<file path="src/rtl/apb_pkg.sv">
// Shared types for the request-to-APB4 master bridge.
// Holds the FSM state enum, request/response bundles and APB widths.
package apb_pkg;

    localparam int PROT_W = 3;
    localparam int ADDR_W = 32;
    localparam int DATA_W = 32;
    localparam int STRB_W = DATA_W / 8;

    typedef enum logic [1:0] {
        IDLE   = 2'd0,
        SETUP  = 2'd1,
        ACCESS = 2'd2,
        RESP   = 2'd3
    } state_t;

    typedef struct packed {
        logic [ADDR_W-1:0] addr;
        logic              write;
        logic [DATA_W-1:0] wdata;
        logic [STRB_W-1:0] strb;
        logic [PROT_W-1:0] prot;
    } req_t;

    typedef struct packed {
        logic [DATA_W-1:0] rdata;
        logic              err;
    } resp_t;

endpackage

</file>
<file path="src/rtl/apb_req_master.sv">
// Bridges a valid/ready request/response port to an APB4 master port.
// Ports: pclk_i/preset_i (sync, active-high); req_* request channel;
// resp_* response channel; busy_o; p* APB4 master signals.
module apb_req_master
    import apb_pkg::*;
#(
    parameter  int ADDR_WIDTH = 32,
    parameter  int DATA_WIDTH = 32,
    localparam int STRB_WIDTH = DATA_WIDTH / 8
) (
    input  logic                  pclk_i,
    input  logic                  preset_i,
    input  logic                  req_valid_i,
    output logic                  req_ready_o,
    input  logic [ADDR_WIDTH-1:0] req_addr_i,
    input  logic                  req_write_i,
    input  logic [DATA_WIDTH-1:0] req_wdata_i,
    input  logic [STRB_WIDTH-1:0] req_strb_i,
    input  logic [PROT_W-1:0]     req_prot_i,
    output logic                  resp_valid_o,
    input  logic                  resp_ready_i,
    output logic [DATA_WIDTH-1:0] resp_rdata_o,
    output logic                  resp_err_o,
    output logic                  busy_o,
    output logic [ADDR_WIDTH-1:0] paddr_o,
    output logic [PROT_W-1:0]     pprot_o,
    output logic                  psel_o,
    output logic                  penable_o,
    output logic                  pwrite_o,
    output logic [DATA_WIDTH-1:0] pwdata_o,
    output logic [STRB_WIDTH-1:0] pstrb_o,
    input  logic                  pready_i,
    input  logic [DATA_WIDTH-1:0] prdata_i,
    input  logic                  pslverr_i
);

    if (DATA_WIDTH != DATA_W) begin : g_bad_data
        $fatal(1, "apb_req_master: DATA_WIDTH must be 32");
    end
    if (ADDR_WIDTH > ADDR_W || ADDR_WIDTH < 3) begin : g_bad_addr
        $fatal(1, "apb_req_master: ADDR_WIDTH must be 3..32");
    end

    state_t state;
    req_t   req_q;
    resp_t  resp_q;
    logic   req_ready_q;
    logic   psel_q;
    logic   penable_q;
    logic   resp_valid_q;
    logic   busy_q;

    // Every output is a flop (or a slice of one).
    always_ff @(posedge pclk_i) begin
        if (preset_i) begin
            state        <= IDLE;
            req_q        <= '0;
            resp_q       <= '0;
            req_ready_q  <= 1'b1;
            psel_q       <= 1'b0;
            penable_q    <= 1'b0;
            resp_valid_q <= 1'b0;
            busy_q       <= 1'b0;
        end else begin
            unique case (state)
                IDLE: begin
                    if (req_valid_i) begin
                        // Word-aligned address; reads carry no data/strobes.
                        req_q.addr  <= ADDR_W'({req_addr_i[ADDR_WIDTH-1:2],
                                                2'b00});
                        req_q.write <= req_write_i;
                        req_q.wdata <= req_write_i ? req_wdata_i : '0;
                        req_q.strb  <= req_write_i ? req_strb_i : '0;
                        req_q.prot  <= req_prot_i;
                        req_ready_q <= 1'b0;
                        psel_q      <= 1'b1;
                        busy_q      <= 1'b1;
                        state       <= SETUP;
                    end
                end
                SETUP: begin
                    penable_q <= 1'b1;
                    state     <= ACCESS;
                end
                ACCESS: begin
                    if (pready_i) begin
                        resp_q.err   <= pslverr_i;
                        resp_q.rdata <= req_q.write ? '0 : prdata_i;
                        psel_q       <= 1'b0;
                        penable_q    <= 1'b0;
                        resp_valid_q <= 1'b1;
                        state        <= RESP;
                    end
                end
                RESP: begin
                    if (resp_ready_i) begin
                        resp_valid_q <= 1'b0;
                        req_ready_q  <= 1'b1;
                        busy_q       <= 1'b0;
                        state        <= IDLE;
                    end
                end
                default: state <= IDLE;
            endcase
        end
    end

    assign req_ready_o  = req_ready_q;
    assign resp_valid_o = resp_valid_q;
    assign resp_rdata_o = resp_q.rdata;
    assign resp_err_o   = resp_q.err;
    assign busy_o       = busy_q;
    assign paddr_o      = req_q.addr[ADDR_WIDTH-1:0];
    assign pprot_o      = req_q.prot;
    assign psel_o       = psel_q;
    assign penable_o    = penable_q;
    assign pwrite_o     = req_q.write;
    assign pwdata_o     = req_q.wdata;
    assign pstrb_o      = req_q.strb;

endmodule

</file>
<file path="config.mk">
export PLATFORM = sky130hd
export DESIGN_NAME = apb_req_master
export DESIGN_NICKNAME = d
export VERILOG_FILES = /design/src/rtl/apb_pkg.sv /design/src/rtl/apb_req_master.sv
export SDC_FILE = /design/constraint.sdc
export NUM_CORES = 1
export LEC_CHECK = 0
export BUFFER_PORTS_ARGS = -buffer_cell sky130_fd_sc_hd__buf_2
export CORE_MARGIN = 2
export CORE_UTILIZATION = 49
export DETAILED_ROUTE_END_ITERATION = 10
export PLACE_DENSITY = 0.86
export SLEW_MARGIN = 0
export SYNTH_ARGS = -nofsm -noshare
export SYNTH_HDL_FRONTEND = slang
export SYNTH_SLANG_ARGS = --single-unit
</file>
<file path="constraint.sdc">
create_clock -name pclk_i -period 4.15 [get_ports pclk_i]
set_input_delay 0.415 -clock pclk_i [delete_from_list [all_inputs] [get_ports pclk_i]]
set_output_delay 0.415 -clock pclk_i [all_outputs]
set_load 0.01 [all_outputs]
</file>
==> flow_metrics.env <==
export IMPL_cts_tree="yes"
export IMPL_avgSynthCellArea_sq_um=8.29
export IMPL_async_flop_share_pct=0
export IMPL_antennaDiodeCount=0
export IMPL_cts_buffers=9
export IMPL_drt_drc_violations_left=0
export IMPL_drive_gt1_share_pct=34.0
export IMPL_rsz0062_at_grt="no"
export IMPL_tightest_slew_ns=1.11
export IMPL_reg2reg_from="state[0]"
export IMPL_firstDrtPassIters=4
export IMPL_post_drt_wl_per_cell_um=14.4
export IMPL_initial_core_util_pct=51.1
export IMPL_timing_final_crit_share_pct=52.8
export IMPL_tns_ns=0
export IMPL_grt_pass1_wl_um=19000
export IMPL_startpoint="state[0]"
export IMPL_fmax_mhz=457
export IMPL_critPathLaunchType="flop"
export IMPL_worstPathMaxFanout=45
export IMPL_synth_seq_cells=110
export IMPL_antenna_found_initial=0
export IMPL_grtUsageTotal_pct=23.9
export IMPL_cap_violations=0
export IMPL_place_gp_congestion=0.781
export IMPL_synth_cells=512
export IMPL_place_ws_ns=1.80
export IMPL_die_width_um=97.1
export IMPL_yosysWarnings=0
export IMPL_hold_depth=3
export IMPL_rows=33
export IMPL_fillers=731
export IMPL_htreeDepth=3
export IMPL_cts_sinks=110
export IMPL_port_buffers=215
export IMPL_ctsHoldBuffers=0
export IMPL_fin_ws_ns=1.96
export IMPL_crit_type="flop to flop"
export IMPL_path_depth=6
export IMPL_num_vias=4265
export IMPL_reg2reg_slack_ns=1.96
export IMPL_via_per_inst=5.30
export IMPL_clkSlewWorstSetupHoldPaths_ns=0.10
export IMPL_drt_iter0_markers=129
export IMPL_fin_area_sq_um=5450
export IMPL_ant_nets=0
export IMPL_ys_types=27
export IMPL_cp_end_kind="flop"
export IMPL_clock_skew_final_ns=0.0212
export IMPL_reg2reg_depth=6
export IMPL_path_cells="inv_1 > ha_1 > and2_2 > buf_4 > nand3_1 > a21oi_1"
export IMPL_cp_num_buf_inv=2
export IMPL_cts_root_buf="clkbuf_8"
export IMPL_worstReg2RegEnd="pstrb_o[2]"
export IMPL_hold_path_class="input port to flop"
export IMPL_power_per_cell_area_nw_per_um2=530
export IMPL_worst_path_largest_cell_delay_ns=0.50
export IMPL_slew_viol_final=0
export IMPL_required_ns=4.42
export IMPL_netlist_area_sq_um=4240
export IMPL_cts_buffer_depth=2
export IMPL_outcome="complete, no violations"
export IMPL_cts_repair_resized=0
export IMPL_cts_setup_buffers=0
export IMPL_place_area_sq_um=5250
export IMPL_num_io_pins=220
export IMPL_arrival_ns=2.46
export IMPL_crit_end="pstrb_o[2]"
export IMPL_fin_util_pct=65.7
export IMPL_fin_nets=811
export IMPL_grt_max_degree=110
export IMPL_ys_flop_type="dfxtp_1"
export IMPL_post_dp_hpwl_um=8160
export IMPL_hold_viol_final=0
export IMPL_timing_slew_headroom_pct=26.0
export IMPL_core_area_sq_um=8300
export IMPL_die_area_sq_um=9420
export IMPL_clock_latency_ns=0.35
export IMPL_grt_ovfl_total=0
export IMPL_ir_drop_v=0.000264
export IMPL_cp_slowest_cell="and2_2"
export IMPL_finalSetupViolCount=0
export IMPL_p_leak_nw=2.46
export IMPL_cp_top_family="simple AND/OR/NAND/NOR gates"
export IMPL_synth_edff_count=0
export IMPL_final_min_clock_period_ns=2.19
export IMPL_die_y_um=97.1
export IMPL_routed_wirelength_um=11600
export IMPL_syn_to_final_growth_pct=28.5
export IMPL_grt_pass1_vias=4105
export IMPL_ys_seq_area_share_pct=51.9
## worst min-delay path by stage
stage,slack (ns),from,endpoint
finish,0.29,req_addr_i[15],paddr_o[15]
CTS,0.28,req_addr_i[15],paddr_o[15]
global route,0.28,req_addr_i[15],paddr_o[15]
floorplan,0.48,pstrb_o[0],pstrb_o[0]
global placement,0.43,resp_rdata_o[31],resp_rdata_o[31]
detailed placement,0.44,pwdata_o[3],pwdata_o[3]
## sequential cells by signal, indices dropped and copies added (netlist names)
signal / count
busy_o: 1
resp_rdata_o: 32
paddr_o: 30
pprot_o: 3
resp_err_o: 1
resp_valid_o: 1
state: 2
penable_o: 1
pstrb_o: 4
pwrite_o: 1
pwdata_o: 32
psel_o: 1
req_ready_o: 1
## where the power goes
| group | total [W] | switching, W | internal, W |
|---|---|---|---|
| sequential | 0.00132 | 0.0000978 | 0.00122 |
| clock | 0.000646 | 0.000345 | 0.000300 |
| combinational | 0.000926 | 0.000578 | 0.000349 |
| total | 0.00289 | 0.00102 | 0.00187 |
## worst reg2reg max path, delay by kind of cell (launching register included)
family / cells / cell delay (ns)
fa+ha+maj: 1 / 0.27
compound gates: 1 / 0.18
simple gates: 2 / 0.69
buf+inv: 2 / 0.63
flops: 1 / 0.34
## area by class of cell
class                   instances  area, sq um  share of cell area (%)
clock buffers                  12          145                    2.66
clock inverters                 4         56.3                    1.03
inverters                       4         15.0                   0.275
multi-input cells             352         1800                    33.0
flip-flops and latches        110         2200                    40.4
well taps                     105          131                    2.41
repair buffers                218         1100                    20.2
## per-layer routing
metal	share of wire (%)	global-route usage (%)	vias to the layer above
met5	0	0	-
met4	1.8	7.58	0
met3	9.3	8.42	23
met2	48	40.8	178
met1	41	28.0	1971
li1	-	-	2093
## stage by stage
stage	power, W	cells	hold slack (ns)
6_report	0.00289	805	0.290
5_1_grt	0.00308	805	0.278
4_1_cts	0.00290	805	0.279
3_5_place_dp	0.00227	789	0.441
3_3_place_gp	0.00223	789	0.434
2_1_floorplan	0.00197	513	0.476
## synthesized netlist by cell type, drive strengths merged (2+ instances only)
master  number  area (sq um)
a21oi      110           551
buf         33           179
clkbuf      14          52.6
dfxtp      110          2200
ha           6          75.1
inv          4          15.0
nand2      139           522
nand2b       3          18.8
nand3       39           195
nand4b      32           280
nor2         2          7.51
nor2b        4          25.0
o21ai        3          15.0
o31ai        2          15.0
or2          2          12.5
## cells by family (layout without fill, tap and decap cells)
| family | count (synthesis) | in the layout | synth area share, % |
|---|---|---|---|
| other | 1 | 2 | 0.0884 |
| adder cells (fa/ha/maj) | 6 | 6 | 1.77 |
| buffers and inverters | 51 | 238 | 5.81 |
| AO/OA/AOI/OAI | 120 | 120 | 14.9 |
| multiplexers | 1 | 1 | 0.265 |
| flip-flops | 110 | 110 | 51.9 |
| AND/OR/NAND/NOR | 223 | 223 | 25.3 |
## cell usage in the layout (no fill, tap or decap), types with 2 or more instances in the layout
cell and count:
a21oi_1 110, buf_2 214, buf_4 4, clkbuf_1 2, clkbuf_8 10, clkinv_4 3
conb_1 2, dfxtp_1 110, ha_1 6, inv_1 4, nand2_1 138, nand2b_1 3
nand3_1 39, nand4b_1 32, nor2_1 2, nor2b_1 4, o21ai_0 3, o31ai_1 2
Note: power is estimated with default switching activity, not from simulation.
